$ cat src/rtl/vga_fb_pkg.sv
// Shared types and defaults for the framebuffer arbiter.
// Holds the prefetch state encoding and default geometry.
// Pixel type matches the default RGB444 DAC width.
package vga_fb_pkg;

  localparam int DEF_ADDR_W       = 19;
  localparam int DEF_DATA_W       = 12;
  localparam int DEF_FRAME_PIXELS = 307200;

  typedef enum logic [1:0] {
    FS_WAIT  = 2'd0,
    FS_FETCH = 2'd1,
    FS_DONE  = 2'd2
  } fetch_state_e;

  typedef logic [DEF_DATA_W-1:0] pixel_t;

endpackage

$ cat src/rtl/vga_fb_arb_if.sv
// Writer request port plus single-port framebuffer RAM bus.
// master = arbiter side (grants writes, drives the RAM), slave = writer/RAM side.
// RAM read data is expected exactly one cycle after a read is issued.
interface vga_fb_arb_if #(
  parameter int ADDR_W = 19,
  parameter int DATA_W = 12
);
  import vga_fb_pkg::*;

  logic              wr_valid;
  logic              wr_ready;
  logic [ADDR_W-1:0] wr_addr;
  logic [DATA_W-1:0] wr_data;
  logic              mem_en;
  logic              mem_we;
  logic [ADDR_W-1:0] mem_addr;
  logic [DATA_W-1:0] mem_wdata;
  logic [DATA_W-1:0] mem_rdata;

  modport master (
    input  wr_valid, wr_addr, wr_data, mem_rdata,
    output wr_ready, mem_en, mem_we, mem_addr, mem_wdata
  );

  modport slave (
    output wr_valid, wr_addr, wr_data, mem_rdata,
    input  wr_ready, mem_en, mem_we, mem_addr, mem_wdata
  );

endinterface

$ cat src/rtl/fb_pix_fifo.sv
// Pixel prefetch FIFO with synchronous flush and level output.
// Latency: pushed word visible at head the cycle after the push.
// No internal backpressure: caller gates pushes by level; pop on empty is ignored.
module fb_pix_fifo
  import vga_fb_pkg::*;
#(
  parameter int DEPTH = 16,
  parameter int WIDTH = 12
) (
  input  logic                     clk,
  input  logic                     rst,
  input  logic                     flush,
  input  logic                     push,
  input  logic                     pop,
  input  logic [WIDTH-1:0]         wdata,
  output logic [WIDTH-1:0]         rdata,
  output logic [$clog2(DEPTH):0]   level,
  output logic                     empty
);
  localparam int AW = $clog2(DEPTH);

  logic [WIDTH-1:0] mem_q [DEPTH];
  logic [AW-1:0]    wr_ptr_q, wr_ptr_d;
  logic [AW-1:0]    rd_ptr_q, rd_ptr_d;
  logic [AW:0]      level_q, level_d;
  logic             do_push, do_pop;

  // Pointer/level update; flush discards everything including a same-cycle push.
  always_comb begin
    do_push  = push & ~flush;
    do_pop   = pop & ~flush & (level_q != '0);
    wr_ptr_d = wr_ptr_q;
    rd_ptr_d = rd_ptr_q;
    level_d  = level_q;
    if (flush) begin
      wr_ptr_d = '0;
      rd_ptr_d = '0;
      level_d  = '0;
    end else begin
      if (do_push) wr_ptr_d = wr_ptr_q + 1'b1;
      if (do_pop)  rd_ptr_d = rd_ptr_q + 1'b1;
      if (do_push && !do_pop)      level_d = level_q + 1'b1;
      else if (!do_push && do_pop) level_d = level_q - 1'b1;
    end
  end

  // Control state registers.
  always_ff @(posedge clk or negedge rst) begin
    if (!rst) begin
      wr_ptr_q <= '0;
      rd_ptr_q <= '0;
      level_q  <= '0;
    end else begin
      wr_ptr_q <= wr_ptr_d;
      rd_ptr_q <= rd_ptr_d;
      level_q  <= level_d;
    end
  end

  // Storage array; contents are don't-care until written.
  always_ff @(posedge clk) begin
    if (do_push) mem_q[wr_ptr_q] <= wdata;
  end

  assign rdata = mem_q[rd_ptr_q];
  assign level = level_q;
  assign empty = (level_q == '0);

endmodule

$ cat src/rtl/vga_fb_arb.sv
// Shares the framebuffer RAM between display prefetch and a pixel writer.
// Latency: pix_data registered, 1 cycle after active; RAM reads land in the FIFO 1 cycle later.
// Backpressure: wr_ready only when no urgent fetch wins; fetches gated by FIFO occupancy.
module vga_fb_arb
  import vga_fb_pkg::*;
#(
  parameter int ADDR_W       = DEF_ADDR_W,
  parameter int DATA_W       = DEF_DATA_W,
  parameter int FRAME_PIXELS = DEF_FRAME_PIXELS,
  parameter int FIFO_DEPTH   = 16,
  parameter int LOW_WM       = 4
) (
  input  logic              clk,
  input  logic              rst,
  input  logic              v_sync,
  input  logic              active,
  output logic [DATA_W-1:0] pix_data,
  output logic              underflow,
  vga_fb_arb_if.master      bus
);
  localparam int LW = $clog2(FIFO_DEPTH) + 1;
  localparam logic [ADDR_W-1:0] LAST_ADDR = ADDR_W'(FRAME_PIXELS - 1);

  fetch_state_e      state_q, state_d;
  logic              vs_q;
  logic [ADDR_W-1:0] rd_addr_q, rd_addr_d;
  logic              inflight_q, inflight_d;
  logic [DATA_W-1:0] pix_q, pix_d;
  logic              underflow_q, underflow_d;

  logic [LW-1:0]     level;
  logic [LW:0]       occ;
  logic              fifo_empty;
  logic [DATA_W-1:0] fifo_head;
  logic              fs, fetch_ok, do_fetch, do_write, wr_in_range, pop;

  // Frame start is the falling edge of v_sync; vs_q resets low so reset never fakes one.
  assign fs          = vs_q & ~v_sync;
  assign occ         = {1'b0, level} + {{LW{1'b0}}, inflight_q};
  assign wr_in_range = ({1'b0, bus.wr_addr} < (ADDR_W+1)'(FRAME_PIXELS));

  // One RAM op per cycle: urgent fetch, then write, then background fetch.
  always_comb begin
    fetch_ok = (state_q == FS_FETCH) && !fs;
    do_fetch = 1'b0;
    do_write = 1'b0;
    if (fetch_ok && (occ < (LW+1)'(LOW_WM))) begin
      do_fetch = 1'b1;
    end else if (bus.wr_valid) begin
      do_write = 1'b1;
    end else if (fetch_ok && (occ < (LW+1)'(FIFO_DEPTH))) begin
      do_fetch = 1'b1;
    end
    if (!rst) begin
      do_fetch = 1'b0;
      do_write = 1'b0;
    end
    bus.wr_ready  = do_write;
    bus.mem_en    = do_fetch | (do_write & wr_in_range);
    bus.mem_we    = do_write & wr_in_range;
    bus.mem_addr  = do_write ? bus.wr_addr : rd_addr_q;
    bus.mem_wdata = bus.wr_data;
  end

  // Fetch FSM, read address, pop and pixel/underflow next-state; flush beats everything.
  always_comb begin
    state_d     = state_q;
    rd_addr_d   = rd_addr_q;
    inflight_d  = do_fetch;
    pix_d       = '0;
    underflow_d = underflow_q;
    pop         = 1'b0;
    if (fs) begin
      state_d     = FS_FETCH;
      rd_addr_d   = '0;
      underflow_d = 1'b0;
    end else begin
      if (do_fetch) begin
        rd_addr_d = rd_addr_q + 1'b1;
        if (rd_addr_q == LAST_ADDR) state_d = FS_DONE;
      end
      if (active) begin
        if (fifo_empty) begin
          underflow_d = 1'b1;
        end else begin
          pop   = 1'b1;
          pix_d = fifo_head;
        end
      end
    end
  end

  // State registers.
  always_ff @(posedge clk or negedge rst) begin
    if (!rst) begin
      state_q     <= FS_WAIT;
      vs_q        <= 1'b0;
      rd_addr_q   <= '0;
      inflight_q  <= 1'b0;
      pix_q       <= '0;
      underflow_q <= 1'b0;
    end else begin
      state_q     <= state_d;
      vs_q        <= v_sync;
      rd_addr_q   <= rd_addr_d;
      inflight_q  <= inflight_d;
      pix_q       <= pix_d;
      underflow_q <= underflow_d;
    end
  end

  // Read data returns the cycle after issue; a flush in that cycle drops it.
  fb_pix_fifo #(
    .DEPTH (FIFO_DEPTH),
    .WIDTH (DATA_W)
  ) u_fifo (
    .clk   (clk),
    .rst   (rst),
    .flush (fs),
    .push  (inflight_q),
    .pop   (pop),
    .wdata (bus.mem_rdata),
    .rdata (fifo_head),
    .level (level),
    .empty (fifo_empty)
  );

  assign pix_data  = pix_q;
  assign underflow = underflow_q;

endmodule

$ cat src/flat_wrapper.sv
// flat-port wrapper written by rule: the top's interface ports become plain ports
module vga_fb_arb_flat import vga_fb_pkg::*;
#(
  parameter int ADDR_W       = DEF_ADDR_W,
  parameter int DATA_W       = DEF_DATA_W,
  parameter int FRAME_PIXELS = DEF_FRAME_PIXELS,
  parameter int FIFO_DEPTH   = 16,
  parameter int LOW_WM       = 4
)
  (clk, rst, v_sync, active, pix_data, underflow, bus_wr_valid, bus_wr_addr, bus_wr_data, bus_mem_rdata, bus_wr_ready, bus_mem_en, bus_mem_we, bus_mem_addr, bus_mem_wdata);
  vga_fb_arb_if #(.ADDR_W(ADDR_W), .DATA_W(DATA_W)) bus_i ();
  input  logic clk;
  input  logic rst;
  input  logic v_sync;
  input  logic active;
  output logic [DATA_W-1:0] pix_data;
  output logic underflow;
  input wire logic [$bits(bus_i.wr_valid)-1:0] bus_wr_valid;
  input wire logic [$bits(bus_i.wr_addr)-1:0] bus_wr_addr;
  input wire logic [$bits(bus_i.wr_data)-1:0] bus_wr_data;
  input wire logic [$bits(bus_i.mem_rdata)-1:0] bus_mem_rdata;
  output wire logic [$bits(bus_i.wr_ready)-1:0] bus_wr_ready;
  output wire logic [$bits(bus_i.mem_en)-1:0] bus_mem_en;
  output wire logic [$bits(bus_i.mem_we)-1:0] bus_mem_we;
  output wire logic [$bits(bus_i.mem_addr)-1:0] bus_mem_addr;
  output wire logic [$bits(bus_i.mem_wdata)-1:0] bus_mem_wdata;
  assign bus_i.wr_valid = bus_wr_valid;
  assign bus_i.wr_addr = bus_wr_addr;
  assign bus_i.wr_data = bus_wr_data;
  assign bus_i.mem_rdata = bus_mem_rdata;
  assign bus_wr_ready = bus_i.wr_ready;
  assign bus_mem_en = bus_i.mem_en;
  assign bus_mem_we = bus_i.mem_we;
  assign bus_mem_addr = bus_i.mem_addr;
  assign bus_mem_wdata = bus_i.mem_wdata;
  vga_fb_arb #(.ADDR_W(ADDR_W), .DATA_W(DATA_W), .FRAME_PIXELS(FRAME_PIXELS), .FIFO_DEPTH(FIFO_DEPTH), .LOW_WM(LOW_WM)) u_core (.clk(clk), .rst(rst), .v_sync(v_sync), .active(active), .pix_data(pix_data), .underflow(underflow), .bus(bus_i));
endmodule
$ cat config.mk
export PLATFORM = sky130hd
export DESIGN_NAME = vga_fb_arb_flat
export DESIGN_NICKNAME = d
export VERILOG_FILES = /design/src/rtl/vga_fb_pkg.sv /design/src/rtl/vga_fb_arb_if.sv /design/src/rtl/fb_pix_fifo.sv /design/src/rtl/vga_fb_arb.sv /design/src/flat_wrapper.sv
export SDC_FILE = /design/constraint.sdc
export NUM_CORES = 1
export LEC_CHECK = 0
export CORE_UTILIZATION = 45
export CTS_CLUSTER_SIZE = 40
export DETAILED_ROUTE_END_ITERATION = 7
export DONT_BUFFER_PORTS = 1
export HOLD_SLACK_MARGIN = 0.03
export PLACE_DENSITY = 0.64
export SETUP_SLACK_MARGIN = 0.3
export SLEW_MARGIN = 10
export SYNTH_ARGS = -nofsm -noshare
export SYNTH_HDL_FRONTEND = slang
export SYNTH_SLANG_ARGS = --single-unit
$ cat constraint.sdc
create_clock -name clk -period 6.17 [get_ports clk]
set_input_delay 1.234 -clock clk [delete_from_list [all_inputs] [get_ports clk]]
set_output_delay 1.234 -clock clk [all_outputs]
set_load 0.01 [all_outputs]
# Word level (Yosys, flattened, before mapping)
# Memory sizes are Yosys's and may differ from the RTL's.
# Cells that the tools add are included.
# word_totals
ff_bits	49
ram_bits	192
in_bits	48
out_inout_bits	47
elab_cells	79
memories	1
# classes
add_sub_neg	6
n_lt_le_gt_ge	3
eq_ne	2
n_mux	31
n_bitwise	8
reduce_logical	19
# memory_table
memory	depth	word_bits	read_ports	rd_ports_with_merged_regs	write_ports	line_no	rtl
u_core.u_fifo.mem_q	16	12	1	0	1	fb_pix_fifo.sv:22	logic [WIDTH-1:0] mem_q [DEPTH];
# ops
cell	count
2-to-1 mux 19 bit	3
2-to-1 mux 12 bit	3
adder 19 x 1 -> 19 bit (second input constant)	1
equality test 19 bit (second input constant)	1
less-than comparator 19 bit (second input constant)	1
2-to-1 mux 4 bit	4
2-to-1 mux 1 bit	15
2-to-1 mux 5 bit	3
nonzero test 2 bit	6
adder 4 x 1 -> 4 bit (second input constant)	2
adder 5 x 1 -> 6 bit	1
less-than comparator 6 x 3 -> 1 bit (second input constant)	1
less-than comparator 6 x 5 -> 1 bit (second input constant)	1
2-to-1 mux 2 bit	3
adder 5 x 1 -> 5 bit (second input constant)	1
AND 1 bit	5
logical AND 1 bit	5
zero test 5 bit	1
nonzero test 5 bit	1
subtractor 5 x 1 -> 5 bit (second input constant)	1
AND reduction 2 bit	2
zero test 1 bit	3
nonzero test 3 bit	1
equality test 2 x 1 -> 1 bit (second input constant)	1
2 further kinds	3

# Depth between registers and ports, before layout
# Gate-level depths: netlist of the first run.
# logic_depth
word_depth	11
depth_mapped	12
depth_no_buf	11

# Modules after synthesis
# Synthesis of the first run repeated with hierarchy kept, for this count alone.
# unflattened
hier_cells	668
area_unflattened_um2	10400.0
# by_module_without_submodules
module	n_inst	cells_each	area_per_inst_um2	seq_area_each_um2
fb_pix_fifo	1	462	8280.4	6090.8
vga_fb_arb	1	206	2119.5	900.9

# Worst setup path before layout of the first run
# No wires, ideal clock.
# synth_timing
kind	input-to-output
from	input v_sync
to	output bus_mem_addr[10]
arrival_time_ns	2.476
required_ns	4.936
path_slack_ns	2.460
cell_stages	5
path_buffers	1
cell_sequence	nand2b_1 > nand2_1 > o311a_1 > clkbuf_1 > mux2_2
# synth_between
elab_chain_len	8
# synth_rtl
element	line_no	rtl
from (decl)	flat_wrapper.sv:14	input logic v_sync;
NOT 1 bit	vga_fb_arb.sv:38	assign fs = vs_q & ~v_sync;
AND 1 bit	vga_fb_arb.sv:38	
zero test 1 bit	vga_fb_arb.sv:44	fetch_ok = (state_q == FS_FETCH) && !fs;
logical AND 1 bit	vga_fb_arb.sv:44	
logical AND 1 bit	vga_fb_arb.sv:47	if (fetch_ok && (occ < (LW+1)'(LOW_WM))) begin
2-to-1 mux 1 bit	vga_fb_arb.sv:47	
2-to-1 mux 1 bit	vga_fb_arb.sv:54	if (!rst) begin
net bus_wr_ready	flat_wrapper.sv:22	output wire logic [$bits(bus_i.wr_ready)-1:0] bus_wr_ready;
2-to-1 mux 19 bit	vga_fb_arb.sv:61	bus.mem_addr = do_write ? bus.wr_addr : rd_addr_q;
to (decl)	flat_wrapper.sv:25	output wire logic [$bits(bus_i.mem_addr)-1:0] bus_mem_addr;
# The timed path passes the listed nets, and every way through them passes these cells.

# Worst setup path in the final report of the first run
# layout_timing
from	input v_sync
to	output bus_mem_en
# layout_between
elab_cells_between_ends	14
cone_classes	6 x mux; 4 x bitwise; 4 x reduce/logical
# layout_lines
element	line_no	rtl
NOT 1 bit	vga_fb_arb.sv:38	
AND 1 bit	vga_fb_arb.sv:38	
zero test 1 bit	vga_fb_arb.sv:44	
logical AND 1 bit	vga_fb_arb.sv:44	
logical AND 1 bit	vga_fb_arb.sv:47	
2-to-1 mux 1 bit	vga_fb_arb.sv:47	
2-to-1 mux 1 bit	vga_fb_arb.sv:54	
net bus_wr_ready	flat_wrapper.sv:22	
AND 1 bit	n/a	
net bus_mem_we	flat_wrapper.sv:24	output wire logic [$bits(bus_i.mem_we)-1:0] bus_mem_we;
OR 1 bit	vga_fb_arb.sv:59	bus.mem_en = do_fetch | (do_write & wr_in_range);
to (decl)	flat_wrapper.sv:23	output wire logic [$bits(bus_i.mem_en)-1:0] bus_mem_en;
# The timed path passes the listed nets, and every way through them passes these cells.

==> flow_summary.yaml, run 1 <==
logic_synthesis:
  ys_ff_latch: 241
  synth_edf_count: 192
  async_flop_share_pct: 20.3
  synth_area_sq_um: 9930
  synth_top_area_share_pct: 58.0
  synth_most_common_cell: "edfxtp_1"
  yosys-top-cells-area: "edfxtp_1 (58%), dfrtp_1 (12%), mux4_2 (11%)"
  yosys_warnings: 0
  yosysTopAreaCell: "edfxtp_1"
  synth_cells: 578
  synth-seq-area-share_pct: 70.4
  syn-num-nets: 638
  synth_cell_types: 47
  ys.flop_type: "edfxtp_1"
  synth_commonest_cells: "edfxtp_1 (192), dfrtp_1 (49), mux4_2 (48)"
  avgSynthCellArea_sq_um: 17.2
power:
  power_per_cell_area_nw_per_um2: 383
  power_w: 0.00421
  ir_worst_vdd_v: 0.000270
  leakage_nw: 3.73
cells_and_area:
  fin_cells: 867
  diodes: 0
  drive_gt1_share_pct: 23.0
  stdcell_area_sq_um: 11000
  syn2layout_area_growth_pct: 10.6
  final_util_pct: 51.5
  num-nets-final: 634
clock_tree:
  htreeDepth: 1
  cts_sinks: 241
  cts_made_buffers: 24
  clk_pin_slew_ps: 70
  cts_root_buffer: "clkbuf_16"
  ctsHoldBuffers: 0
  cts.repair.resized: 0
  cts_setup_buffers: 0
  tritoncts: "done"
  clockBufferDepth: 3
  insertion_delay_ps: 520
setup_path:
  arrival_ps: 3320
  worst-path-buf-inv: 0
  path_max_fanout: 21
  critPathMaxStageDelay_ps: 840
  crit_type: "in2out"
  cp_top_family: "compound AO/OA/AOI/OAI gates"
  startpoint_type: "input port"
  required_ps: 4940
  cpMaxStageDelayCell: "o311a_1"
  crit_path_end_kind: "primary output"
  crit_chain: "nand2b_1 > nand2_1 > o311a_1 > a21boi_0 > or2_2"
global_routing:
  grt_util_all_layers_pct: 18.7
  grt_max_degree: 53
  antenna_found_initial: 0
  grt_pass1_vias: 5293
  overflow: 0
  grt_pass1_wl_um: 30800
drt:
  via_count: 5030
  route.detailed.drc: 0
  drtAntennaViolNets: 0
  drt_pass1_iterations: 6
  vias_per_cell: 5.80
  wl_um: 20100
  drt_iter0_drc: 404
  wl_per_cell_um: 23.2
floorplanning:
  die_x_um: 151
  core_area_sq_um: 21400
  start_util_pct: 46.5
  ios: 95
  chipHeight_um: 151
  die-area_sq_um: 22700
  rows: 53
place:
  dp_hpwl_um: 11600
  place_area_sq_um: 10200
  dpl.cell_count: 823
  portBuffers: 0
  gp_congestion: 0.769
sta:
  setup_tns_ps: 0
  timing.fmax_mhz: 220
  final_max_slew_viol_count: 0
  slew_headroom_pct: 29.7
  fin_crit_ps: 4550
  period_share_pct: 73.8
  rsz0062_at_grt: "false"
  finalClockSkew_ps: 19.8
  hold_viol: 0
  setup_violations: 0
  worst_pin_slew_ps: 1050
flow_run:
  max_cap_violations: 0
run_status:
  status: "finished, final reports clean"
min_path:
  hp-class: "in2async"
-- cell type report --
cell class | count | area [sq um]
Sequential cell | 241 | 7000
Inverter | 3 | 11.3
Fill cell | 1726 | 10400
Timing Repair Buffer | 13 | 97.6
Clock inverter | 10 | 113
Clock buffer | 34 | 678
Multi-Input combinational cell | 291 | 2750
Tap cell | 275 | 344
-- cell families (layout without fill, tap and decap cells) --
family	after synthesis	count (layout)	synth area share [%]
xor gates and xnor gates	22	22	1.94
buffers and inverters	46	60	2.34
DFF	241	241	70.4
AOI/OAI and AO/OA	65	65	4.31
and+or+nand+nor	121	121	6.01
adders and majority gates	12	12	1.59
muxes	71	71	13.4
-- path summary, 6_finish.rpt --
check | start | to | slack [ps] | cells past startpoint
worst max-delay path | v_sync | bus_mem_en | 1620 | 5
worst min register to register | u_core.state_q[1]$_DFFE_PN0P_ | u_core.state_q[1]$_DFFE_PN0P_ | 500 | 2
worst max register to register | u_core.u_fifo.level[2]$_DFFE_PN0P_ | u_core.u_fifo.level[4]$_DFFE_PN0P_ | 2530 | 11
worst min-delay path | rst | u_core.u_fifo.wr_ptr_q[1]$_DFFE_PN0P_ | 400 | 0
min in group clk | u_core.state_q[1]$_DFFE_PN0P_ | u_core.state_q[1]$_DFFE_PN0P_ | 500 | 2
max in group asynchronous | rst | u_core.u_fifo.rd_ptr_q[0]$_DFFE_PN0P_ | 5660 | 0
-- report_power, final --
group | leakage (nW) | internal [W] | switching [W]
clock | 0.390 | 0.000851 | 0.000595
combinational | 0.961 | 0.000399 | 0.000327
sequential | 2.38 | 0.00185 | 0.000183
total | 3.73 | 0.00310 | 0.00111
-- flip-flops by register name (all words and copies together) (netlist names) --
signal                  flops
u_core.u_fifo.mem_q       192
u_core.rd_addr_q           19
u_core.pix_data            12
u_core.u_fifo.level         5
u_core.u_fifo.rd_ptr_q      4
u_core.u_fifo.wr_ptr_q      4
u_core.state_q              2
u_core.inflight_q           1
u_core.underflow            1
u_core.vs_q                 1
-- layout by cell type (no fill, tap or decap), types with 2 or more instances in the layout --
cell / count
edfxtp_1: 192
mux4_2: 48
dfrtp_1: 47
nor2_1: 37
nand2_1: 24
a22oi_1: 24
clkbuf_16: 24
a21oi_1: 22
mux2_2: 19
xnor2_1: 16
buf_4: 13
ha_1: 11
nor2_2: 8
nor4_1: 8
nand3_1: 7
nand4_1: 6
xor2_1: 6
clkbuf_1: 6
and3_1: 5
o21ai_0: 5
or3_1: 4
mux2i_1: 4
clkinv_2: 4
clkbuf_8: 4
inv_1: 3
nor2b_1: 3
and2_1: 3
nor3b_1: 2
or2_2: 2
nor3b_2: 2
nor3_2: 2
o21ai_1: 2
a21o_1: 2
a31o_2: 2
bufinv_16: 2
clkinv_1: 2
-- through the flow --
stage                     hold slack [ps]  worst slack (ps)
after CTS                             388              1570
final                                 401              1620
after detailed placement              492              1560
after floorplan                       451              2460
after global routing                  380              1450
after global placement                470              1650
-- worst register-to-register path, cell delays in order (launching register included) --
cell and delay, ps:
dfrtp_1 440, or2_2 350, o41a_1 420, nand2_1 600, ha_1 320, inv_1 120
fa_1 420, a21o_1 200, a21oi_1 170, xnor2_1 90, or3_1 300, a21oi_1 140
-- routing by layer --
metal  wire, um  global-route usage [%]
met2      10200                    32.4
met1       8260                    24.0
met4        427                    4.75
met3       1180                    3.73
met5          0                       0
(Power assumes the default switching activity.)
==> run 2, diff against run 1 <==
--- a/config.mk
+++ b/config.mk
@@ -10,7 +10,7 @@
 export DETAILED_ROUTE_END_ITERATION = 7
 export DONT_BUFFER_PORTS = 1
 export HOLD_SLACK_MARGIN = 0.03
-export PLACE_DENSITY = 0.64
+export PLACE_DENSITY = 0.66
 export SETUP_SLACK_MARGIN = 0.3
 export SLEW_MARGIN = 10
 export SYNTH_ARGS = -nofsm -noshare
==> constraint.sdc (replaced) <==
create_clock -name clk -period 3.65 [get_ports clk]
set_input_delay 0.73 -clock clk [delete_from_list [all_inputs] [get_ports clk]]
set_output_delay 0.73 -clock clk [all_outputs]
set_load 0.01 [all_outputs]
==> flow_summary.yaml, run 2 (synthesis results as in run 1) <==
run_status:
  status: "finished, final reports clean"
setup_path:
  cp_top_family: "compound AO/OA/AOI/OAI gates"
  reg2reg_slack_ps: 620
  crit_cells: 5
  critPathMaxStageDelay_ps: 540
  arrival_ps: 2400
  critPathLaunch: "u_core.u_fifo.level[4]$_DFFE_PN0P_"
  required_ps: 2920
  cpMaxStageDelayCell: "o311a_2"
  crit_type: "reg2out"
  crit_chain: "nor3b_2 > nand2_1 > o311a_2 > buf_4 > mux2_2"
  reg2reg_from: "u_core.u_fifo.level[2]$_DFFE_PN0P_"
  cp-endpoint: "bus_mem_addr[18]"
  crit_path_end_kind: "primary output"
  worst-path-buf-inv: 1
  rr_worst_depth: 11
  startpoint_type: "flip-flop"
  path_max_fanout: 12
  reg2reg_to: "u_core.u_fifo.level[4]$_DFFE_PN0P_"
sta:
  final_max_slew_viol_count: 0
  rsz0062_at_grt: "false"
  finalClockSkew_ps: 8.76
  setup_violations: 0
  worst_pin_slew_ps: 786
  hold_viol: 0
  slew_headroom_pct: 47.6
  timing.fmax_mhz: 319
  period_share_pct: 85.9
  setup_tns_ps: 0
  fin_crit_ps: 3130
clock_tree:
  cts_made_buffers: 26
  htreeDepth: 1
  cts_sinks: 241
  clk_pin_slew_ps: 60
  cts_root_buffer: "clkbuf_16"
  insertion_delay_ps: 520
  tritoncts: "done"
  clockBufferDepth: 3
cells_and_area:
  syn2layout_area_growth_pct: 13.2
  num-fill-cells: 1690
  num-nets-final: 653
  layout_commonest_cell: "edfxtp_1"
  diodes: 0
  most-common-layout-cells: "edfxtp_1 (192), mux4_2 (48), dfrtp_1 (47)"
  stdcell_area_sq_um: 11200
  largest_reg_flops: 192
  top_register: "u_core.u_fifo.mem_q"
  drive_gt1_share_pct: 25.0
place:
  dp_hpwl_um: 12800
  gp_congestion: 0.784
  place_area_sq_um: 10300
  portBuffers: 0
drt:
  drt_pass1_iterations: 5
  drt_iter0_drc: 407
  vias_per_cell: 5.96
  wl_um: 20800
  drtAntennaViolNets: 0
  route.detailed.drc: 0
  via_count: 5294
  wl_per_cell_um: 23.4
global_routing:
  grt_max_degree: 50
  grt_pass1_wl_um: 31800
  grt_pass1_vias: 5448
  overflow: 0
  grt_util_all_layers_pct: 19.2
  antenna_found_initial: 0
floorplanning:
  die_x_um: 151
  ios: 95
  chipHeight_um: 151
  start_util_pct: 46.5
  rows: 53
  core_area_sq_um: 21400
  die-area_sq_um: 22700
power:
  ir_worst_vdd_v: 0.000395
  leakage_nw: 3.89
  power_per_cell_area_nw_per_um2: 662
flow_run:
  max_cap_violations: 0
min_path:
  hp-class: "in2async"
==> run 2: area by class of cell <==
type / instances / area [sq um] / share of cell area (%)
Tap cell: 275 / 344 / 3.06
Clock buffer: 37 / 763 / 6.79
Multi-Input combinational cell: 291 / 2730 / 24.3
Timing Repair Buffer: 30 / 258 / 2.29
Sequential cell: 241 / 7000 / 62.2
Clock inverter: 11 / 139 / 1.23
Inverter: 3 / 11.3 / 0.100
==> run 2: power by group <==
part | switching (W) | total (W) | internal (W)
combinational | 0.000621 | 0.00133 | 0.000708
sequential | 0.000282 | 0.00342 | 0.00314
clock | 0.00104 | 0.00270 | 0.00167
==> run 2: worst register-to-register path, delay by kind of cell, from the launching register on <==
family / cells / cell delay (ps)
and+or+nand+nor: 3 / 780
AOI/OAI and AO/OA: 4 / 900
adders and majority gates: 2 / 620
xor gates and xnor gates: 1 / 90
buffers and inverters: 1 / 120
DFF: 1 / 440
==> run 2: worst min-delay path by stage <==
stage	to	slack [ps]
floorplan	u_core.inflight_q$_DFF_PN0_	430
global placement	u_core.rd_addr_q[15]$_DFFE_PN0P_	440
detailed placement	u_core.rd_addr_q[15]$_DFFE_PN0P_	440
CTS	u_core.rd_addr_q[15]$_DFFE_PN0P_	60
global route	u_core.rd_addr_q[9]$_DFFE_PN0P_	60
finish	u_core.rd_addr_q[15]$_DFFE_PN0P_	60
==> run 2: routing by layer <==
| layer | share of wire [%] | wire length, um | vias up | global-route usage [%] |
|---|---|---|---|---|
| li1 | - | - | 2285 | - |
| met1 | 39 | 8220 | 2715 | 25.1 |
| met2 | 50 | 10500 | 246 | 32.5 |
| met3 | 8.0 | 1670 | 48 | 3.88 |
| met4 | 2.3 | 472 | 0 | 5.40 |
| met5 | 0 | 0 | - | 0 |
==> run 2: timing repair <==
action | 4_1_cts | 5_1_grt
endpoints found under the setup margin | 0 | 11
gates resized for setup | 0 | 2
buffers inserted | 0 | 0
hold buffers | 1 | 0
hold endpoints to repair | 49 | 0
==> run 2: through the flow <==
stage	power [W]	setup slack [ps]	util [%]	hold slack, ps	instances
2_1_floorplan	0.00446	477	-	434	578
4_1_cts	0.00751	327	52.6	61.8	888
3_5_place_dp	0.00480	641	48.3	436	839
5_1_grt	0.00776	358	52.7	62.9	888
3_3_place_gp	0.00475	687	48.3	436	839
6_report	0.00745	516	52.7	63.6	888
